### config.mk
export PLATFORM = sky130hd
export DESIGN_NAME = instr_encoder
export DESIGN_NICKNAME = d
export VERILOG_FILES = /design/src/rtl/instr_encoder_pkg.sv /design/src/rtl/instr_pack.sv /design/src/rtl/instr_encoder.sv
export SDC_FILE = /design/constraint.sdc
export NUM_CORES = 1
export LEC_CHECK = 0
export ABC_AREA = 0
export ABC_CLOCK_PERIOD_IN_PS = 3850
export BUFFER_PORTS_ARGS = -buffer_cell sky130_fd_sc_hd__buf_2
export CAP_MARGIN = 20
export CORE_UTILIZATION = 55
export CTS_BUF_LIST = sky130_fd_sc_hd__clkbuf_4
export CTS_CLUSTER_SIZE = 28
export DETAILED_ROUTE_END_ITERATION = 8
export PLACE_DENSITY = 0.8
export SLEW_MARGIN = 20
export SYNTH_ARGS = -nofsm -noshare
export SYNTH_HDL_FRONTEND = slang
export SYNTH_SLANG_ARGS = --single-unit
### constraint.sdc
create_clock -name clk -period 3.85 [get_ports clk]
set_clock_uncertainty 0.2 [all_clocks]
set_input_delay 0.5775 -clock clk [delete_from_list [all_inputs] [get_ports clk]]
set_output_delay 0.5775 -clock clk [all_outputs]
set_load 0.01 [all_outputs]
### src/rtl/instr_encoder_pkg.sv
// rtl/instr_encoder_pkg.sv - RV32I encoder class codes, opcodes and helpers
//
// Purpose: shared constants for instr_pack and instr_encoder.
//   - instr_class_e : request class codes 0..8 (9..15 are illegal)
//   - OPC_*         : 7-bit major opcodes
//   - NOP_WORD      : addi x0,x0,0, emitted for illegal classes
//   - fits_signed() : true when a 32-bit value is representable as a
//                     two's-complement number of the given width
// Ports: none (package).

package instr_encoder_pkg;

  typedef enum logic [3:0] {
    CLS_OP     = 4'd0,
    CLS_OPIMM  = 4'd1,
    CLS_LUI    = 4'd2,
    CLS_AUIPC  = 4'd3,
    CLS_JAL    = 4'd4,
    CLS_JALR   = 4'd5,
    CLS_BRANCH = 4'd6,
    CLS_LOAD   = 4'd7,
    CLS_STORE  = 4'd8
  } instr_class_e;

  localparam logic [6:0] OPC_OP     = 7'b0110011;
  localparam logic [6:0] OPC_OPIMM  = 7'b0010011;
  localparam logic [6:0] OPC_LUI    = 7'b0110111;
  localparam logic [6:0] OPC_AUIPC  = 7'b0010111;
  localparam logic [6:0] OPC_JAL    = 7'b1101111;
  localparam logic [6:0] OPC_JALR   = 7'b1100111;
  localparam logic [6:0] OPC_BRANCH = 7'b1100011;
  localparam logic [6:0] OPC_LOAD   = 7'b0000011;
  localparam logic [6:0] OPC_STORE  = 7'b0100011;

  localparam logic [31:0] NOP_WORD = 32'h0000_0013;

  // Every bit from the sign position of a bits-wide field upward must equal
  // bit 31; folding with the sign bit turns that into an "all zero" test.
  function automatic logic fits_signed(input logic [31:0] v, input int unsigned bits);
    logic [31:0] folded;
    folded = v ^ {32{v[31]}};
    return (folded >> (bits - 1)) == 32'd0;
  endfunction

endpackage

### src/rtl/instr_pack.sv
// rtl/instr_pack.sv - combinational RV32I field packer and legality checker
//
// Purpose: packs one field-level request into a 32-bit RV32I word and flags
//   illegal requests. Illegal classes always produce NOP_WORD.
// Macro: ENC_RANGE_CHECK_EN enables the legality checks; when undefined
//   err is tied to 0 and immediates are silently truncated.
// Ports:
//   cls    in  4   request class (instr_class_e, 9..15 illegal)
//   funct3 in  3   funct3 field
//   alt    in  1   funct7[5] (SUB/SRA/SRAI)
//   rd     in  5   destination register
//   rs1    in  5   source register 1
//   rs2    in  5   source register 2
//   imm    in  32  sign-extended immediate (full value for LUI/AUIPC)
//   word   out 32  packed instruction
//   err    out 1   request failed a legality check

module instr_pack
  import instr_encoder_pkg::*;
(
  input  logic [3:0]  cls,
  input  logic [2:0]  funct3,
  input  logic        alt,
  input  logic [4:0]  rd,
  input  logic [4:0]  rs1,
  input  logic [4:0]  rs2,
  input  logic [31:0] imm,
  output logic [31:0] word,
  output logic        err
);

  logic is_shift;
  assign is_shift = (funct3 == 3'b001) || (funct3 == 3'b101);

  always_comb begin
    word = NOP_WORD;
    case (cls)
      CLS_OP:     word = {1'b0, alt, 5'b0, rs2, rs1, funct3, rd, OPC_OP};
      CLS_OPIMM: begin
        if (is_shift) word = {1'b0, alt, 5'b0, imm[4:0], rs1, funct3, rd, OPC_OPIMM};
        else          word = {imm[11:0], rs1, funct3, rd, OPC_OPIMM};
      end
      CLS_LUI:    word = {imm[31:12], rd, OPC_LUI};
      CLS_AUIPC:  word = {imm[31:12], rd, OPC_AUIPC};
      CLS_JAL:    word = {imm[20], imm[10:1], imm[11], imm[19:12], rd, OPC_JAL};
      CLS_JALR:   word = {imm[11:0], rs1, 3'b000, rd, OPC_JALR};
      CLS_BRANCH: word = {imm[12], imm[10:5], rs2, rs1, funct3, imm[4:1], imm[11], OPC_BRANCH};
      CLS_LOAD:   word = {imm[11:0], rs1, funct3, rd, OPC_LOAD};
      CLS_STORE:  word = {imm[11:5], rs2, rs1, funct3, imm[4:0], OPC_STORE};
      default:    word = NOP_WORD;
    endcase
  end

`ifdef ENC_RANGE_CHECK_EN
  logic bad;

  always_comb begin
    bad = 1'b0;
    case (cls)
      // funct7[5] is only meaningful for SUB (000) and SRA (101).
      CLS_OP:     bad = alt && !((funct3 == 3'b000) || (funct3 == 3'b101));
      CLS_OPIMM: begin
        if (is_shift) bad = (imm[31:5] != 27'd0) || (alt && (funct3 == 3'b001));
        else          bad = !fits_signed(imm, 12) || alt;
      end
      CLS_LUI,
      CLS_AUIPC:  bad = (imm[11:0] != 12'd0) || alt;
      CLS_JAL:    bad = !fits_signed(imm, 21) || imm[0] || alt;
      CLS_JALR:   bad = !fits_signed(imm, 12) || alt;
      CLS_BRANCH: bad = !fits_signed(imm, 13) || imm[0] || alt ||
                        (funct3 == 3'b010) || (funct3 == 3'b011);
      CLS_LOAD:   bad = !fits_signed(imm, 12) || alt ||
                        (funct3 == 3'b011) || (funct3 == 3'b110) || (funct3 == 3'b111);
      CLS_STORE:  bad = !fits_signed(imm, 12) || alt || (funct3 > 3'b010);
      default:    bad = 1'b1;
    endcase
  end

  assign err = bad;
`else
  assign err = 1'b0;
`endif

endmodule

### src/rtl/instr_encoder.sv
// rtl/instr_encoder.sv - RV32I instruction encoder with skid pipeline and address counter
//
// Purpose: encodes field-level requests via instr_pack and streams words,
//   tagged with sequential addresses, through a one-stage registered pipeline
//   with a single skid entry. Legality checking depends on ENC_RANGE_CHECK_EN
//   (see instr_pack).
// Parameters: ADDR_W (address width), BASE_ADDR (first address, multiple of 4).
// Ports:
//   clk, rst_n          clock, asynchronous active-low reset
//   clear               sync: address -> BASE_ADDR, err_count -> 0
//   in_valid/in_ready   request handshake (in_ready registered)
//   in_class, in_funct3, in_alt, in_rd, in_rs1, in_rs2, in_imm  request fields
//   out_valid/out_ready word handshake
//   out_word, out_addr, out_err  encoded word, its address, legality flag
//   err_count           saturating count of words emitted with out_err

module instr_encoder
  import instr_encoder_pkg::*;
#(
  parameter int unsigned ADDR_W    = 16,
  parameter int unsigned BASE_ADDR = 0
) (
  input  logic              clk,
  input  logic              rst_n,
  input  logic              clear,
  input  logic              in_valid,
  output logic              in_ready,
  input  logic [3:0]        in_class,
  input  logic [2:0]        in_funct3,
  input  logic              in_alt,
  input  logic [4:0]        in_rd,
  input  logic [4:0]        in_rs1,
  input  logic [4:0]        in_rs2,
  input  logic [31:0]       in_imm,
  output logic              out_valid,
  input  logic              out_ready,
  output logic [31:0]       out_word,
  output logic [ADDR_W-1:0] out_addr,
  output logic              out_err,
  output logic [7:0]        err_count
);

  localparam logic [ADDR_W-1:0] BASE      = ADDR_W'(BASE_ADDR);
  localparam logic [ADDR_W-1:0] ADDR_STEP = ADDR_W'(4);

  logic [31:0] pack_word;
  logic        pack_err;

  instr_pack u_pack (
    .cls    (in_class),
    .funct3 (in_funct3),
    .alt    (in_alt),
    .rd     (in_rd),
    .rs1    (in_rs1),
    .rs2    (in_rs2),
    .imm    (in_imm),
    .word   (pack_word),
    .err    (pack_err)
  );

  logic              out_valid_q, out_valid_d;
  logic [31:0]       out_word_q,  out_word_d;
  logic              out_err_q,   out_err_d;
  logic              skid_valid_q, skid_valid_d;
  logic [31:0]       skid_word_q, skid_word_d;
  logic              skid_err_q,  skid_err_d;
  logic              in_ready_q,  in_ready_d;
  logic [ADDR_W-1:0] addr_q,      addr_d;
  logic [7:0]        err_cnt_q,   err_cnt_d;

  logic in_hs, out_hs;
  assign in_hs  = in_valid & in_ready_q;
  assign out_hs = out_valid_q & out_ready;

  always_comb begin
    out_valid_d  = out_valid_q;
    out_word_d   = out_word_q;
    out_err_d    = out_err_q;
    skid_valid_d = skid_valid_q;
    skid_word_d  = skid_word_q;
    skid_err_d   = skid_err_q;
    addr_d       = addr_q;
    err_cnt_d    = err_cnt_q;

    if (!out_valid_q || out_ready) begin
      // Output register is free or draining this cycle. A held skid entry
      // always goes first; in_ready is low then, so no new request competes.
      if (skid_valid_q) begin
        out_valid_d  = 1'b1;
        out_word_d   = skid_word_q;
        out_err_d    = skid_err_q;
        skid_valid_d = 1'b0;
      end else if (in_hs) begin
        out_valid_d = 1'b1;
        out_word_d  = pack_word;
        out_err_d   = pack_err;
      end else begin
        out_valid_d = 1'b0;
      end
    end else if (in_hs) begin
      skid_valid_d = 1'b1;
      skid_word_d  = pack_word;
      skid_err_d   = pack_err;
    end

    in_ready_d = !skid_valid_d;

    // out_addr is the counter itself, so it stays put while a word stalls.
    if (clear)       addr_d = BASE;
    else if (out_hs) addr_d = addr_q + ADDR_STEP;

    if (clear)                                       err_cnt_d = 8'd0;
    else if (out_hs && out_err_q && err_cnt_q != 8'hFF) err_cnt_d = err_cnt_q + 8'd1;
  end

  always_ff @(posedge clk or negedge rst_n) begin
    if (!rst_n) begin
      out_valid_q  <= 1'b0;
      out_word_q   <= 32'd0;
      out_err_q    <= 1'b0;
      skid_valid_q <= 1'b0;
      skid_word_q  <= 32'd0;
      skid_err_q   <= 1'b0;
      in_ready_q   <= 1'b1;
      addr_q       <= BASE;
      err_cnt_q    <= 8'd0;
    end else begin
      out_valid_q  <= out_valid_d;
      out_word_q   <= out_word_d;
      out_err_q    <= out_err_d;
      skid_valid_q <= skid_valid_d;
      skid_word_q  <= skid_word_d;
      skid_err_q   <= skid_err_d;
      in_ready_q   <= in_ready_d;
      addr_q       <= addr_d;
      err_cnt_q    <= err_cnt_d;
    end
  end

  assign in_ready  = in_ready_q;
  assign out_valid = out_valid_q;
  assign out_word  = out_word_q;
  assign out_err   = out_err_q;
  assign out_addr  = addr_q;
  assign err_count = err_cnt_q;

endmodule

# Yosys cells after proc, flatten, opt, wreduce, memory -nomap -nowiden

Index checks and enable logic that the tools add are counted.

Register bits after elaboration: 92
Word-level logic and storage cells: 50
Input bits: 60

Eq/ne operators: 11
$add $sub $neg: 2
Bitwise operators: 3
Reduce and logical (&&, ||, !) cells: 12
Mux-type cells: 14

Operator list:

| operator              | count |
|---|---|
| $pmux 32 s9           | 1 |
| $mux 32               | 3 |
| $mux 16               | 2 |
| $add 16x3->16 const B | 1 |
| $eq 4x3->1 const B    | 4 |
| $mux 8                | 2 |
| $add 8x1->8 const B   | 1 |
| $eq 4x2->1 const B    | 2 |
| $ne 8x8->1 const B    | 1 |
| $mux 1                | 6 |
| $reduce_bool 2->1     | 3 |
| $eq 4x1->1 const B    | 1 |
| $eq 4x4->1 const B    | 1 |
| $logic_not 4->1       | 1 |
| $reduce_and 2->1      | 2 |
| $eq 3x1->1 const B    | 1 |
| $eq 3x3->1 const B    | 1 |
| $and 1x1->1           | 2 |
| $logic_and 1x1->1     | 2 |
| $logic_not 1->1       | 2 |
| $logic_or 1x1->1      | 2 |
| $not 1->1             | 1 |

# Logic depth before layout (Yosys ltp)

Depth after elaboration: 6
Depth in mapped cells: 7

# Hierarchy

A second synthesis with hierarchy kept.

Cells, all modules: 468
Area total of the unflattened synthesis: 4917.2 µm²

By module, submodules not included:

| module        | instances | cells an instance | area each (µm²) |
|---|---|---|---|
| instr_encoder | 1         | 345               | 4045.1 |
| instr_pack    | 1         | 123               | 872.1 |

# Worst setup path before layout

OpenSTA, ideal clock, no wires.

Path kind: input port to flip-flop
Start: input port in_class[0]
End: register skid_word_q[15]
Library setup time: 128 ps
Path slack: 2044 ps
Path buffers: 1
Arrival: 1479 ps
Cell stages on the path: 6
Cell sequence: buf_6 -> or2_4 -> a32oi_1 -> o22ai_1 -> a31oi_1 -> o21ai_0

Cells in the longest elaborated chain, start to end: 2
Elaborated cells between the ends (all ways): 10
Those cells by class: eq/ne: 8; mux: 1; reduce/logical: 1

Ends and longest elaborated chain:

| what                                     | RTL line             | text |
|---|---|---|
| start: declaration                       | instr_encoder.sv:28  | `input logic [3:0] in_class,` |
| $eq 4x4->1, or another cell as far along | instr_pack.sv:37     | `case (cls)` |
| $pmux 32 s9 *                            | instr_pack.sv:37     |  |
| end signal: assignment                   | instr_encoder.sv:132 | `skid_word_q <= skid_word_d;` |
| end: declaration                         | instr_encoder.sv:65  | `logic [31:0] skid_word_q, skid_word_d;` |

Mark *: on every way between the ends. The rest lies on a longest branch, timed or not.
A chain may end at the register's enable or synchronous reset.

# Worst setup path after layout

Start: input port in_class[2]
End: register skid_word_q[16]

The elaborated chain is that of the path after synthesis.

==> flow_metrics.py <==
metrics = {
    "synth": {
        "synth_edf_count": 0,
        "ys_warn_count": 0,
        "muxShareOfSynthArea_pct": 1.94,
        "synth.most_common_cell": "dfrtp_1",
        "synth-compound-area-share_pct": 21.3,
        "ys_types": 60,
        "synth_top_area_cell": "dfrtp_1",
        "yosys.area_share.adder_pct": 0.277,
        "yosys-top-cells-area": "dfrtp_1 (48%), nand2_1 (4.5%), o21ai_0 (4.4%)",
        "synth-xor-area-share_pct": 2.72,
        "netlist_instances": 483,
        "synth_top_family_by_area": "compound AO/OA/AOI/OAI gates",
        "yosys_most_used_dff": "dfrtp_1",
        "synth_simple_gate_area_share_pct": 20.5,
        "netlist_area_mm2": 0.00452,
        "yosysSeqAreaShare_pct": 48.2,
        "synth_top_cells_by_count": "dfrtp_1 (86), nand2_1 (54), o21ai_0 (40), a21oi_1 (35), nor2_1 (28)",
        "syn_area_per_cell_um2": 9.35,
        "ys_ff_latch": 87,
        "synth_top_area_share_pct": 47.7,
        "synth-async-reset-ratio_pct": 100,
    },
    "sta": {
        "finalSetupViolCount": 0,
        "timing.setup.tns_ps": 0,
        "fmax_mhz": 440,
        "slew_viol_final": 0,
        "slew_headroom_pct": 42.2,
        "timing.final.crit_share_pct": 59.0,
        "min_period_ps": 2270,
        "worst_pin_slew_ps": 867,
        "rsz0062_at_grt": "no",
        "finalHoldViolCount": 0,
    },
    "routing": {
        "post-route-drc-count": 0,
        "drt_wl_total_um": 11100,
        "vias_per_cell": 5.89,
        "antenna_left": 0,
        "drtIter0Drc": 313,
        "dr_total_vias": 4044,
        "wl_per_cell_um": 16.2,
        "dr.pass1.iters": 6,
    },
    "clock_network": {
        "cts_buffers": 9,
        "clockBufferDepth": 2,
        "clock-sinks": 87,
        "cts_tree": "done",
        "htree_levels": 3,
        "clk_pin_slew_ps": 150,
        "post_cts_buffers": 0,
        "cts_root_buffer": "clkbuf_4",
        "clock_latency_ps": 450,
    },
    "place": {
        "port_buffers": 115,
        "routabilityCongestion": 0.880,
        "dpl_cell_area_mm2": 0.00506,
        "dpl.hpwl_um": 7650,
    },
    "setup_path": {
        "crit_path_end_kind": "register",
        "cp_max_fo": 42,
        "startpoint_type": "primary input",
        "worstPathRequired_ps": 4010,
        "critical_path_class": "in -> reg",
        "critical_path_arrival_ps": 2430,
    },
    "grt": {
        "grt_pass1_vias": 3608,
        "grt_pass1_wl_um": 17800,
        "grt_max_degree": 88,
        "antenna_found_initial": 0,
        "grt_usage_pct": 26.6,
        "grt_remaining_overflow": 0,
    },
    "outcome": {
        "outcome": "finished clean",
    },
    "cells_and_area": {
        "n_antenna_cell": 0,
        "final_area_mm2": 0.00522,
        "layout.nets": 641,
        "drive_gt1_share_pct": 27.0,
        "area_growth_pct": 15.5,
    },
    "floorplanning": {
        "rows": 32,
        "die_y_um": 92.6,
        "ios": 119,
        "start_util_pct": 57.5,
        "die_area_mm2": 0.00858,
        "core_mm2": 0.00785,
        "die_x_um": 92.6,
    },
    "pwr": {
        "power_density_mw_per_mm2": 434,
        "p_leak_nw": 2.49,
        "ir_drop_mv": 0.195,
    },
    "hold_path": {
        "hold_class": "in -> reg",
    },
    "flow_run": {
        "maxCapViolations": 0,
    },
}
worst paths after layout:
path                                             startpoint                          end  slack [ps]  depth (start not counted)
max in group asynchronous                             rst_n     out_word[22]$_DFFE_PN0P_        2380                          2
worst max register to register       skid_valid_q$_DFF_PN0_     out_word[28]$_DFFE_PN0P_        1590                          4
worst min register to register  skid_word_q[14]$_DFFE_PN0P_  skid_word_q[14]$_DFFE_PN0P_         290                          2
worst max-delay path                            in_class[2]  skid_word_q[16]$_DFFE_PN0P_        1580                          6
min in group asynchronous                             rst_n     out_addr[14]$_DFFE_PN0N_         550                          2
worst min-delay path                             in_imm[25]     out_word[25]$_DFFE_PN0P_         230                          3
repair_timing:
item                      in CTS  in global routing
hold endpoints to repair       0                  2
gates resized for setup        0                  0
hold buffers                   0                  1
worst max-delay path: stages:
cell and delay, ps:
buf_2 580, nor2b_1 630, a21oi_1 150, o22ai_1 170, a31oi_1 110, o21ai_0 210
cells in the final DEF, fill, tap and decap left out, types with 8 or more instances in the layout:
cell type  count
a32oi_1        8
clkbuf_4       9
nand3_1       10
a31oi_1       12
o21ai_0       40
and3_1        18
xor2_1         8
a22oi_1       10
nand2b_1       8
a211oi_1       8
nand2_1       54
nor2b_1       26
a21oi_1       35
dfrtp_1       86
o21ai_1       18
buf_2        114
nor2_1        28
routing by layer:
layer | GRT usage [%] | vias up | routed length, um
li1 | - | 1916 | -
met4 | 7.44 | 0 | 108
met1 | 36.9 | 1933 | 4940
met3 | 4.52 | 9 | 840
met2 | 43.3 | 186 | 5220
met5 | 0 | - | 0
kinds of logic (layout without fill, tap and decap cells):
group | after synthesis | after routing
mux | 8 | 8
compound gates | 157 | 157
simple gates | 175 | 175
xor+xnor | 14 | 14
flops | 87 | 87
fa+ha+maj | 1 | 1
other cells | 1 | 3
buf+inv | 40 | 140
report_power, final:
part,internal (W),switching [W],total [W]
clock network,0.000207,0.000334,0.000541
logic,0.000222,0.000338,0.000560
registers,0.00107,0.0000910,0.00116
area by class of cell:
cell class | instances | area, um2
inverter | 4 | 15.0
clock inverter | 7 | 80.1
timing repair buffer | 120 | 622
sequential | 87 | 2180
fill | 685 | 2630
multi-input combinational | 358 | 2130
tap | 102 | 128
clock buffer | 9 | 67.6
sequential cells by signal (all words and copies together), names as in the netlist:
name	flops
out_valid	1
err_count	8
out_word	31
in_ready	1
skid_word_q	31
out_addr	14
skid_valid_q	1
through the flow:
| stage | power [W] | hold WS (ps) | cells | setup WS [ps] | utilization [%] |
|---|---|---|---|---|---|
| final | 0.00227 | 229 | 687 | 1580 | 66.5 |
| after global routing | 0.00240 | 219 | 687 | 1390 | 66.5 |
| after CTS | 0.00228 | 135 | 686 | 1550 | 66.3 |
| after detailed placement | 0.00174 | 263 | 670 | 1160 | 64.4 |
| after global placement | 0.00172 | 254 | 670 | 1240 | 64.4 |
| after floorplan | 0.00150 | 81.9 | 485 | 2040 | - |
Note: power is estimated with default switching activity, not from simulation.
